File: config.mk
export PLATFORM = sky130hd
export DESIGN_NAME = rv32i_exec_datapath
export DESIGN_NICKNAME = d
export VERILOG_FILES = /design/src/rtl/rv32i_pkg.sv /design/src/rtl/rv32i_exec_datapath_alu.sv /design/src/rtl/rv32i_exec_datapath_data_memory.sv /design/src/rtl/rv32i_exec_datapath_regfile.sv /design/src/rtl/rv32i_exec_datapath.sv
export SDC_FILE = /design/constraint.sdc
export NUM_CORES = 2
export LEC_CHECK = 0
export BUFFER_PORTS_ARGS = -buffer_cell sky130_fd_sc_hd__clkbuf_2
export CORE_UTILIZATION = 60
export DETAILED_ROUTE_END_ITERATION = 10
export PLACE_DENSITY = 0.78
export SLEW_MARGIN = 20
export SYNTH_ARGS = -nofsm -noshare
export SYNTH_HDL_FRONTEND = slang
export SYNTH_SLANG_ARGS = --single-unit
File: constraint.sdc
create_clock -name clk -period 10.8 [get_ports clk]
set_clock_uncertainty 0.1 [all_clocks]
set_input_delay 1.08 -clock clk [delete_from_list [all_inputs] [get_ports clk]]
set_output_delay 1.08 -clock clk [all_outputs]
set_load 0.01 [all_outputs]
File: src/rtl/rv32i_pkg.sv
// Shared widths, ALU opcode encoding and small helpers for the RV32I execute/memory datapath.
package rv32i_pkg;

    localparam int unsigned XLEN     = 32;
    localparam int unsigned DM_WORDS = 32;
    localparam int unsigned DM_AW    = $clog2(DM_WORDS);
    localparam int unsigned REG_AW   = 5;
    localparam int unsigned OP_W     = 5;
    localparam int unsigned TIM_W    = 16;

    typedef enum logic [OP_W-1:0] {
        AluAdd   = 5'd0,
        AluSub   = 5'd1,
        AluSll   = 5'd2,
        AluSlt   = 5'd3,
        AluSltu  = 5'd4,
        AluXor   = 5'd5,
        AluSrl   = 5'd6,
        AluSra   = 5'd7,
        AluOr    = 5'd8,
        AluAnd   = 5'd9,
        AluEq    = 5'd10,
        AluNe    = 5'd11,
        AluGe    = 5'd12,
        AluLt    = 5'd13,
        AluPassB = 5'd14
    } alu_op_e;

    // Compare ops return a full-width 0/1 so the flag logic can test result==1.
    function automatic logic [XLEN-1:0] bool_to_word(input logic b);
        return {{(XLEN-1){1'b0}}, b};
    endfunction

endpackage

File: src/rtl/rv32i_exec_datapath_alu.sv
// Combinational 32-bit ALU; unknown opcodes produce zero.
module rv32i_exec_datapath_alu
    import rv32i_pkg::*;
(
    input  logic [OP_W-1:0] op_i,
    input  logic [XLEN-1:0] a_i,
    input  logic [XLEN-1:0] b_i,
    input  logic [4:0]      shamt_i,
    output logic [XLEN-1:0] result_o
);

    alu_op_e op;
    assign op = alu_op_e'(op_i);

    always_comb begin
        result_o = '0;
        case (op)
            AluAdd:   result_o = a_i + b_i;
            AluSub:   result_o = a_i - b_i;
            AluSll:   result_o = a_i << shamt_i;
            AluSlt:   result_o = bool_to_word($signed(a_i) < $signed(b_i));
            AluSltu:  result_o = bool_to_word(a_i < b_i);
            AluXor:   result_o = a_i ^ b_i;
            AluSrl:   result_o = a_i >> shamt_i;
            AluSra:   result_o = $unsigned($signed(a_i) >>> shamt_i);
            AluOr:    result_o = a_i | b_i;
            AluAnd:   result_o = a_i & b_i;
            AluEq:    result_o = bool_to_word(a_i == b_i);
            AluNe:    result_o = bool_to_word(a_i != b_i);
            AluGe:    result_o = bool_to_word($signed(a_i) >= $signed(b_i));
            AluLt:    result_o = bool_to_word($signed(a_i) < $signed(b_i));
            AluPassB: result_o = b_i;
            default:  result_o = '0;
        endcase
    end

endmodule

File: src/rtl/rv32i_exec_datapath_data_memory.sv
// Word-addressed data memory with combinational read and clocked write.
module rv32i_exec_datapath_data_memory
    import rv32i_pkg::*;
(
    input  logic             clk_i,
    input  logic             rst_ni,
    input  logic [DM_AW-1:0] raddr_i,
    output logic [XLEN-1:0]  rdata_o,
    input  logic             we_i,
    input  logic [DM_AW-1:0] waddr_i,
    input  logic [XLEN-1:0]  wdata_i
);

    logic [XLEN-1:0] mem_q [DM_WORDS];

    always_ff @(posedge clk_i or negedge rst_ni) begin
        if (!rst_ni) begin
            for (int i = 0; i < DM_WORDS; i++) begin
                mem_q[i] <= '0;
            end
        end else if (we_i) begin
            mem_q[waddr_i] <= wdata_i;
        end
    end

    assign rdata_o = mem_q[raddr_i];

endmodule

File: src/rtl/rv32i_exec_datapath_regfile.sv
// 32x32 register file: two combinational read ports, one write port, x0 hardwired to zero.
module rv32i_exec_datapath_regfile
    import rv32i_pkg::*;
(
    input  logic              clk_i,
    input  logic              rst_ni,
    input  logic [REG_AW-1:0] raddr1_i,
    input  logic [REG_AW-1:0] raddr2_i,
    output logic [XLEN-1:0]   rdata1_o,
    output logic [XLEN-1:0]   rdata2_o,
    input  logic              we_i,
    input  logic [REG_AW-1:0] waddr_i,
    input  logic [XLEN-1:0]   wdata_i
);

    logic [XLEN-1:0] regs_q [32];

    always_ff @(posedge clk_i or negedge rst_ni) begin
        if (!rst_ni) begin
            for (int i = 0; i < 32; i++) begin
                regs_q[i] <= '0;
            end
        end else if (we_i && (waddr_i != '0)) begin
            regs_q[waddr_i] <= wdata_i;
        end
    end

    // No write-to-read bypass: a same-cycle read sees the old contents.
    assign rdata1_o = (raddr1_i == '0) ? '0 : regs_q[raddr1_i];
    assign rdata2_o = (raddr2_i == '0) ? '0 : regs_q[raddr2_i];

endmodule

File: src/rtl/rv32i_exec_datapath.sv
// Execute/memory datapath: regfile, ALU, data memory, writeback mux, store stall and timer config.
module rv32i_exec_datapath
    import rv32i_pkg::*;
(
    input  logic              clk,
    input  logic              reset,
    input  logic [REG_AW-1:0] read_reg_num1,
    input  logic [REG_AW-1:0] read_reg_num2,
    input  logic [REG_AW-1:0] write_reg_num,
    input  logic              reg_write,
    input  logic [5:0]        alu_cntrl,
    input  logic [XLEN-1:0]   imm_val,
    input  logic [4:0]        shamt,
    input  logic [11:0]       offset,
    input  logic              lb,
    input  logic              sw,
    input  logic              mem_to_reg,
    input  logic              lui_cntrl,
    input  logic [XLEN-1:0]   imm_val_lui,
    input  logic              jump,
    input  logic [XLEN-1:0]   return_address,
    input  logic              beq_cntrl,
    input  logic              bneq_cntrl,
    input  logic              bgeq_cntrl,
    input  logic              blt_cntrl,
    input  logic              timer_en,
    input  logic              timer_reg_en,
    output logic [XLEN-1:0]   write_data_alu,
    output logic              beq,
    output logic              bneq,
    output logic              bge,
    output logic              blt,
    output logic              stall,
    output logic [TIM_W-1:0]  TIM_PSC,
    output logic [TIM_W-1:0]  TIM_ARR
);

    logic [XLEN-1:0]  rs1, rs2, alu_b, alu_result, mem_rdata, wb_data;
    logic [4:0]       alu_shamt;
    logic [DM_AW-1:0] mem_addr;
    logic             res_is_one;

    logic [DM_AW-1:0] st_addr_q;
    logic [XLEN-1:0]  st_data_q;
    logic             stall_q;
    logic [TIM_W-1:0] psc_q, arr_q;

    rv32i_exec_datapath_regfile u_regfile (
        .clk_i    (clk),
        .rst_ni   (reset),
        .raddr1_i (read_reg_num1),
        .raddr2_i (read_reg_num2),
        .rdata1_o (rs1),
        .rdata2_o (rs2),
        .we_i     (reg_write),
        .waddr_i  (write_reg_num),
        .wdata_i  (wb_data)
    );

    assign alu_b     = alu_cntrl[5] ? imm_val : rs2;
    assign alu_shamt = alu_cntrl[5] ? shamt : rs2[4:0];

    rv32i_exec_datapath_alu u_alu (
        .op_i     (alu_cntrl[4:0]),
        .a_i      (rs1),
        .b_i      (alu_b),
        .shamt_i  (alu_shamt),
        .result_o (alu_result)
    );

    // Only the low address bits matter, so the sign-extended add is done at that width.
    assign mem_addr = rs1[DM_AW-1:0] + offset[DM_AW-1:0];

    rv32i_exec_datapath_data_memory u_dmem (
        .clk_i   (clk),
        .rst_ni  (reset),
        .raddr_i (mem_addr),
        .rdata_o (mem_rdata),
        .we_i    (stall_q),
        .waddr_i (st_addr_q),
        .wdata_i (st_data_q)
    );

    always_comb begin
        wb_data = alu_result;
        if (jump) begin
            wb_data = return_address;
        end else if (lui_cntrl) begin
            wb_data = imm_val_lui;
        end else if (mem_to_reg || lb) begin
            wb_data = mem_rdata;
        end
    end

    // Store latches in the sw cycle and commits at the end of the following stall cycle.
    always_ff @(posedge clk or negedge reset) begin
        if (!reset) begin
            st_addr_q <= '0;
            st_data_q <= '0;
            stall_q   <= 1'b0;
        end else begin
            stall_q <= sw;
            if (sw) begin
                st_addr_q <= mem_addr;
                st_data_q <= rs2;
            end
        end
    end

    always_ff @(posedge clk or negedge reset) begin
        if (!reset) begin
            psc_q <= '0;
            arr_q <= '0;
        end else if (timer_en && timer_reg_en) begin
            if (alu_result == 32'd1) begin
                psc_q <= rs1[TIM_W-1:0];
            end else if (alu_result == 32'd2) begin
                arr_q <= rs1[TIM_W-1:0];
            end
        end
    end

    assign res_is_one     = (alu_result == 32'd1);
    assign write_data_alu = alu_result;
    assign beq            = beq_cntrl & res_is_one;
    assign bneq           = bneq_cntrl & res_is_one;
    assign bge            = bgeq_cntrl & res_is_one;
    assign blt            = blt_cntrl & res_is_one;
    assign stall          = stall_q;
    assign TIM_PSC        = psc_q;
    assign TIM_ARR        = arr_q;

endmodule

After elaboration in Yosys (flattened, before gate mapping)
Cells that the tools add are included.
- reductions and logical operators: 12
- shift-type cells: 3
- magnitude comparators: 10
- eq/ne operators: 18
- multiply operators: 0
- bitwise gates (word level): 13
- multiplexer cells: 23
- add/sub/neg operators: 3
- div/mod/pow operators: 0
- operators with widths (operator ; count):
    1024-bit bitwise mux ; 2
    32-bit binary-select mux with 5-bit select ; 3
    32-bit 2-to-1 mux ; 14
    32-bit case mux with 14 select lines ; 1
    32-bit demux with 5-bit select ; 2
    32-bit < comparator ; 2
    5-bit by 4-bit == test with 1-bit output, second input constant ; 7
    32-bit adder ; 1
    32-bit bitwise AND ; 1
    32-bit by 1-bit == test with 1-bit output, second input constant ; 1
    32-bit by 2-bit == test with 1-bit output, second input constant ; 1
    32-bit == test ; 1
    32-bit greater-or-equal comparator ; 1
    32-bit inequality test ; 1
    32-bit bitwise OR ; 1
    32-bit by 5-bit left shift with 32-bit output ; 1
    32-bit by 5-bit >> shifter with 32-bit output ; 1
    32-bit by 5-bit >>> shifter with 32-bit output ; 1
    32-bit subtractor ; 1
    32-bit bitwise XOR ; 1
    6-bit greater-or-equal comparator, second input constant ; 5
    5-bit NOT with 6-bit output ; 5
    5-bit by 3-bit == test with 1-bit output, second input constant ; 4
    5-bit logical NOT ; 3
    13 further kinds ; 21
- output and inout bits: 69
- memory bits (writable): 0
- bits in latches: 0
- ROM bits: 0
- bits of input ports: 148
- word-level logic and storage cells: 151
- memories: 0
- register bits after elaboration: 2118

Longest topological paths before layout
- depth after elaboration: 14
- mapped depth: 35
- mapped depth without buffers: 24

Cells and area by module
A second synthesis with hierarchy kept.
- cells, all modules: 8870
- area total of the unflattened synthesis: 115768.5 sq um
- by module, submodules not included (module ; cells an instance ; area each (sq um) ; times used ; seq. area each (sq um)):
    rv32i_exec_datapath_regfile ; 3624 ; 54444.7 ; 1 ; 25624.6
    rv32i_exec_datapath_data_memory ; 3447 ; 47474.3 ; 1 ; 25624.6
    rv32i_exec_datapath_alu ; 1410 ; 9514.1 ; 1 ; 0.0
    rv32i_exec_datapath ; 389 ; 4335.4 ; 1 ; 1751.7

Least setup slack after synthesis
Ideal clock, no wire load.
- path type: input to output
- from: input port read_reg_num2[0]
- to: output port beq
- buffers on the path: 11
- data arrival time: 7.778 ns
- path slack: 1.842 ns
- data required time: 9.620 ns
- cell stages on the path: 33
- path through: buf_2 -> buf_6 -> buf_6 -> buf_6 -> buf_6 -> buf_4 -> buf_4 -> buf_2 -> buf_2 -> buf_2 -> mux2i_1 -> o21bai_1 -> o221ai_1 -> o21ai_0 -> nand3_1 -> nand2_1 -> inv_1 -> ha_1 -> clkbuf_1 -> inv_1 -> a21oi_1 -> nand4_1 -> a311oi_1 -> o21ai_1 -> a2111oi_0 -> nor3_1 -> a311oi_1 -> mux2i_1 -> o211ai_1 -> nor3_1 -> nand4_2 -> nor2_1 -> and3_1
- word-level cells in the longest chain between the ends: 10
- elaborated cells between the ends (all ways): 24
- those cells by class: 2 x add/sub; 3 x order compare; 3 x eq/ne; 3 x shift; 7 x mux; 5 x bitwise; 1 x reduce/logical
- ends and longest elaborated chain (element ; line ; RTL):
    start: declaration ; rv32i_exec_datapath.sv:8 ; input logic [REG_AW-1:0] read_reg_num2,
    5-bit NOT with 6-bit output (implied by the code) ; rv32i_exec_datapath_regfile.sv:30 ; assign rdata2_o = (raddr2_i == '0) ? '0 : regs_q[raddr2_i];
    32-bit binary-select mux with 5-bit select ; rv32i_exec_datapath_regfile.sv:30 ;
    32-bit 2-to-1 mux (implied by the code) (2 in a row) ; rv32i_exec_datapath_regfile.sv:30 ;
    32-bit 2-to-1 mux * ; rv32i_exec_datapath_regfile.sv:30 ;
    32-bit 2-to-1 mux / 5-bit 2-to-1 mux (equally long branches) ; rv32i_exec_datapath.sv:60, rv32i_exec_datapath.sv:61 ;
    32-bit subtractor (tied with other cells) ; rv32i_exec_datapath_alu.sv:19 ; AluSub: result_o = a_i - b_i;
    32-bit case mux with 14 select lines * ; rv32i_exec_datapath_alu.sv:17 ; case (op)
    named net write_data_alu[30] ; rv32i_exec_datapath.sv:28 ; output logic [XLEN-1:0] write_data_alu,
    32-bit by 1-bit == test with 1-bit output * ; rv32i_exec_datapath.sv:123 ; assign res_is_one = (alu_result == 32'd1);
    1-bit bitwise AND * ; rv32i_exec_datapath.sv:125 ; assign beq = beq_cntrl & res_is_one;
    end: declaration ; rv32i_exec_datapath.sv:29 ; output logic beq,
The timed path passes the listed nets; every way through them passes the cells marked *. The select of a mux whose other input is x is not followed.

Worst setup path after layout
- from: input port read_reg_num2[1]
- to: output port blt
- word-level cells in the longest chain between the ends: 10
- elaborated cells between the ends (all ways): 24
- those cells by class: 2 x add/sub; 3 x order compare; 3 x eq/ne; 3 x shift; 7 x mux; 5 x bitwise; 1 x reduce/logical
- ends and longest elaborated chain (element ; line ; RTL):
    5-bit NOT with 6-bit output (implied by the code) ; rv32i_exec_datapath_regfile.sv:30 ;
    32-bit binary-select mux with 5-bit select ; rv32i_exec_datapath_regfile.sv:30 ;
    32-bit 2-to-1 mux (implied by the code) (2 in a row) ; rv32i_exec_datapath_regfile.sv:30 ;
    32-bit 2-to-1 mux * ; rv32i_exec_datapath_regfile.sv:30 ;
    32-bit 2-to-1 mux / 5-bit 2-to-1 mux (equally long branches) ; rv32i_exec_datapath.sv:60, rv32i_exec_datapath.sv:61 ;
    32-bit subtractor (tied with other cells) ; rv32i_exec_datapath_alu.sv:19 ;
    32-bit case mux with 14 select lines * ; rv32i_exec_datapath_alu.sv:17 ;
    32-bit by 1-bit == test with 1-bit output * ; rv32i_exec_datapath.sv:123 ;
    1-bit bitwise AND * ; rv32i_exec_datapath.sv:128 ; assign blt = blt_cntrl & res_is_one;
    end: declaration ; rv32i_exec_datapath.sv:32 ; output logic blt,
Every way passes the cells marked *; elsewhere a longest branch is shown, timed or not. The select of a mux whose other input is x is not followed.

==> impl_metrics.ini <==
[final_layout]
fill_cells = 13090
ff_latch_area_um2 = 53000
instances_no_fill = 12080
layout-area-overhead-vs-synth_pct = 10.38
layout.nets = 9642
multi_input_comb_area_um2 = 56520
final_layout_size_suffix_gt1_frac = 0.3414
final_cell_area_um2 = 125100

[route]
wl_per_cell_um = 34.49
remaining_drc_errors = 0
drt_iter0_drc = 12600
viasPerCell = 7.247
final_antenna_net_count = 0
wl_mm = 416.5
vias = 87510
firstDrtPassIters = 8

[critical_path]
slowest_stage = o21ai_0
critPathMaxStageDelay_ns = 1.06
startpoint_type = primary input
arrival_ns = 9.34
reg2regPathDepth = 24
crit_buf_inv = 5
required_ns = 9.62
path_class = in -> out
crit_chain = clkbuf_8, or3_2, o22ai_1, a211o_1, a21oi_1, or3_1, o21ai_0, inv_1, ha_1, nor4b_1, a311oi_1, o21ai_1, a2111oi_0, nor3_1, and4_1, o21ai_0, buf_4, o2111ai_1, nor4_2, nand4_2, nor2_1, buf_4, and3_1, clkbuf_2
cp_top_family = compound AO/OA/AOI/OAI gates
critPathMaxFanout = 25
crit_cells = 24
endpoint_kind = output port

[placement]
place_area_um2 = 117800
place_congestion = 1.062
dp.cells = 11670
port_buffers = 209
dpl.hpwl_mm = 272.6

[synthesis]
syn-num-nets = 9735
synth.distinct_cells = 98
synth_flop_cell = dfrtp_1
post-synth-top-area-cell = dfrtp_1
synth-seq-cells = 2118
async_flop_share = 1.000
synth_common_cells = dfrtp_1 (2118), mux2_2 (1489), nand2_1 (1220), o21ai_0 (802), clkbuf_1 (731)
syn_area_um2 = 113300
synth.yosys.warnings = 0
synth_top_area_share = 0.4678
synthTopCellsByArea = dfrtp_1 (47%), mux2_2 (15%), mux4_2 (13%)
avgSynthCellArea_um2 = 11.95
synth_edf_count = 0
seq_area_frac_synth = 0.4678
netlist_instances = 9482
synthMostInstantiatedCell = dfrtp_1

[global_routing]
antenna_found_initial = 36
grt_first_pass_wirelength_mm = 603.2
grt_pass1_vias = 87170
grt.total_usage = 0.4354
grt_max_degree = 174
overflow = 0

[floorplan]
ios = 217
core-area_um2 = 187600
dieArea_um2 = 190600
die_y_um = 436.5
rows = 159
start_util = 0.6039
die_w_um = 436.5

[cts]
clkTransAtPathRegs_ns = 0.06
cts_tree = built
root_buffer = clkbuf_16
numCtsBuffers = 212
post_cts_buffers = 0
clock_latency_ns = 0.92
htree_levels = 4
cts_sinks = 2118
cts.path.max_buffers = 3
cts_resized = 0
cts_hold_buf = 0

[pwr]
powerDensity_nw_per_um2 = 226.8
p_sw_frac = 0.3387
p_clk_frac = 0.267
p_switching_mw = 9.604
peakVddDrop_mv = 0.1806
power.total_mw = 28.36
pwr-share-comb = 0.310
p_seq_frac = 0.423
internal-power_mw = 18.75
leakage_nw = 56.34

[timing]
worst_pin_slew_ns = 1.280
fmaxAchievable_mhz = 95.02
fin_crit_sh = 0.9745
rsz0062_at_grt = false
hold_viol = 0
relSlewSlack = 0.1245
final.setup.tns_ns = 0
holdWs_ns = 0.1575
min_period_ns = 10.52
slew_violations = 0
finalSetupViolCount = 0

[job]
cap_viol_max_count = 0

[worst_hold_path]
hold_class = in -> async

[run_status]
status = completed
[stage by stage]
step	util	setup slack, ns
CTS	0.6661	0.8742
global placement	0.6277	0.6867
floorplan	-	1.842
finish	0.6666	0.2754
global route	0.6665	0.3254
detailed placement	0.6279	0.8998
[final cells by class]
type / count / area share
Inverter: 140 / 0.004202
Clock inverter: 76 / 0.008354
Timing Repair Buffer: 617 / 0.03736
Multi-Input combinational cell: 6300 / 0.4519
Clock buffer: 310 / 0.04897
Antenna cell: 19 / 0.0003802
Tap cell: 2495 / 0.02496
Sequential cell: 2118 / 0.4238
[kinds of logic after synthesis]
kind of cell | after synthesis | share of synthesized area
multiplexers | 2449 | 0.3031
flip-flops | 2118 | 0.4678
AND/OR/NAND/NOR | 1886 | 0.07148
AO/OA/AOI/OAI | 1839 | 0.1050
buffers and inverters | 1064 | 0.03913
adder cells (fa/ha/maj) | 105 | 0.01179
XOR/XNOR | 21 | 0.001623
[registers in the layout, summed over array words and instances, names as in the netlist]
name / flops
stall: 1
TIM_ARR: 16
u_dmem.mem_q: 1024
st_addr_q: 5
u_regfile.regs_q: 1024
TIM_PSC: 16
st_data_q: 32
[cell usage in the layout (no fill, tap or decap), types with 74 or more instances in the layout]
cell type,count
buf_4,367
a21oi_1,211
a221oi_1,77
a22oi_1,74
o221ai_1,83
mux2i_1,306
dfrtp_1,2118
o21ai_0,787
nor2_1,156
nand2_1,1173
ha_1,101
nor3_1,96
mux4_2,635
clkbuf_16,212
o22ai_1,78
clkbuf_2,202
inv_1,134
nand3_1,152
mux2_2,1489
[routing by layer]
| metal | wire length, um | track usage |
|---|---|---|
| met2 | 179200 | 0.6220 |
| met1 | 151800 | 0.5734 |
| met4 | 32770 | 0.2899 |
| met5 | 221 | 0 |
| met3 | 52460 | 0.1361 |
[power groups by stage]
| stage | Combinational [mW] | Sequential (mW) | Clock, mW |
|---|---|---|---|
| 5_1_grt | 9.26 | 12.3 | 7.89 |
| 3_5_place_dp | 8.51 | 12.0 | 0 |
| 3_3_place_gp | 8.24 | 11.7 | 0 |
| 2_1_floorplan | 5.95 | 11.4 | 0 |
| 4_1_cts | 8.59 | 11.9 | 7.59 |
| 6_report | 8.78 | 12.0 | 7.57 |
[final timing paths]
path | start | to | slack (ns)
worst max-delay path | read_reg_num2[1] | blt | 0.28
worst min-delay path | reset | u_dmem.mem_q[861]$_DFFE_PN0P_ | 0.16
worst max register to register | u_regfile.regs_q[610]$_DFFE_PN0P_ | TIM_ARR[5]$_DFFE_PN0P_ | 2.32
worst min register to register | u_regfile.regs_q[1008]$_DFFE_PN0P_ | u_regfile.regs_q[1008]$_DFFE_PN0P_ | 0.30
max in group asynchronous | reset | u_dmem.mem_q[651]$_DFFE_PN0P_ | 8.05
min in group clk | u_regfile.regs_q[1008]$_DFFE_PN0P_ | u_regfile.regs_q[1008]$_DFFE_PN0P_ | 0.30
Power figures use the tool's default switching activity.
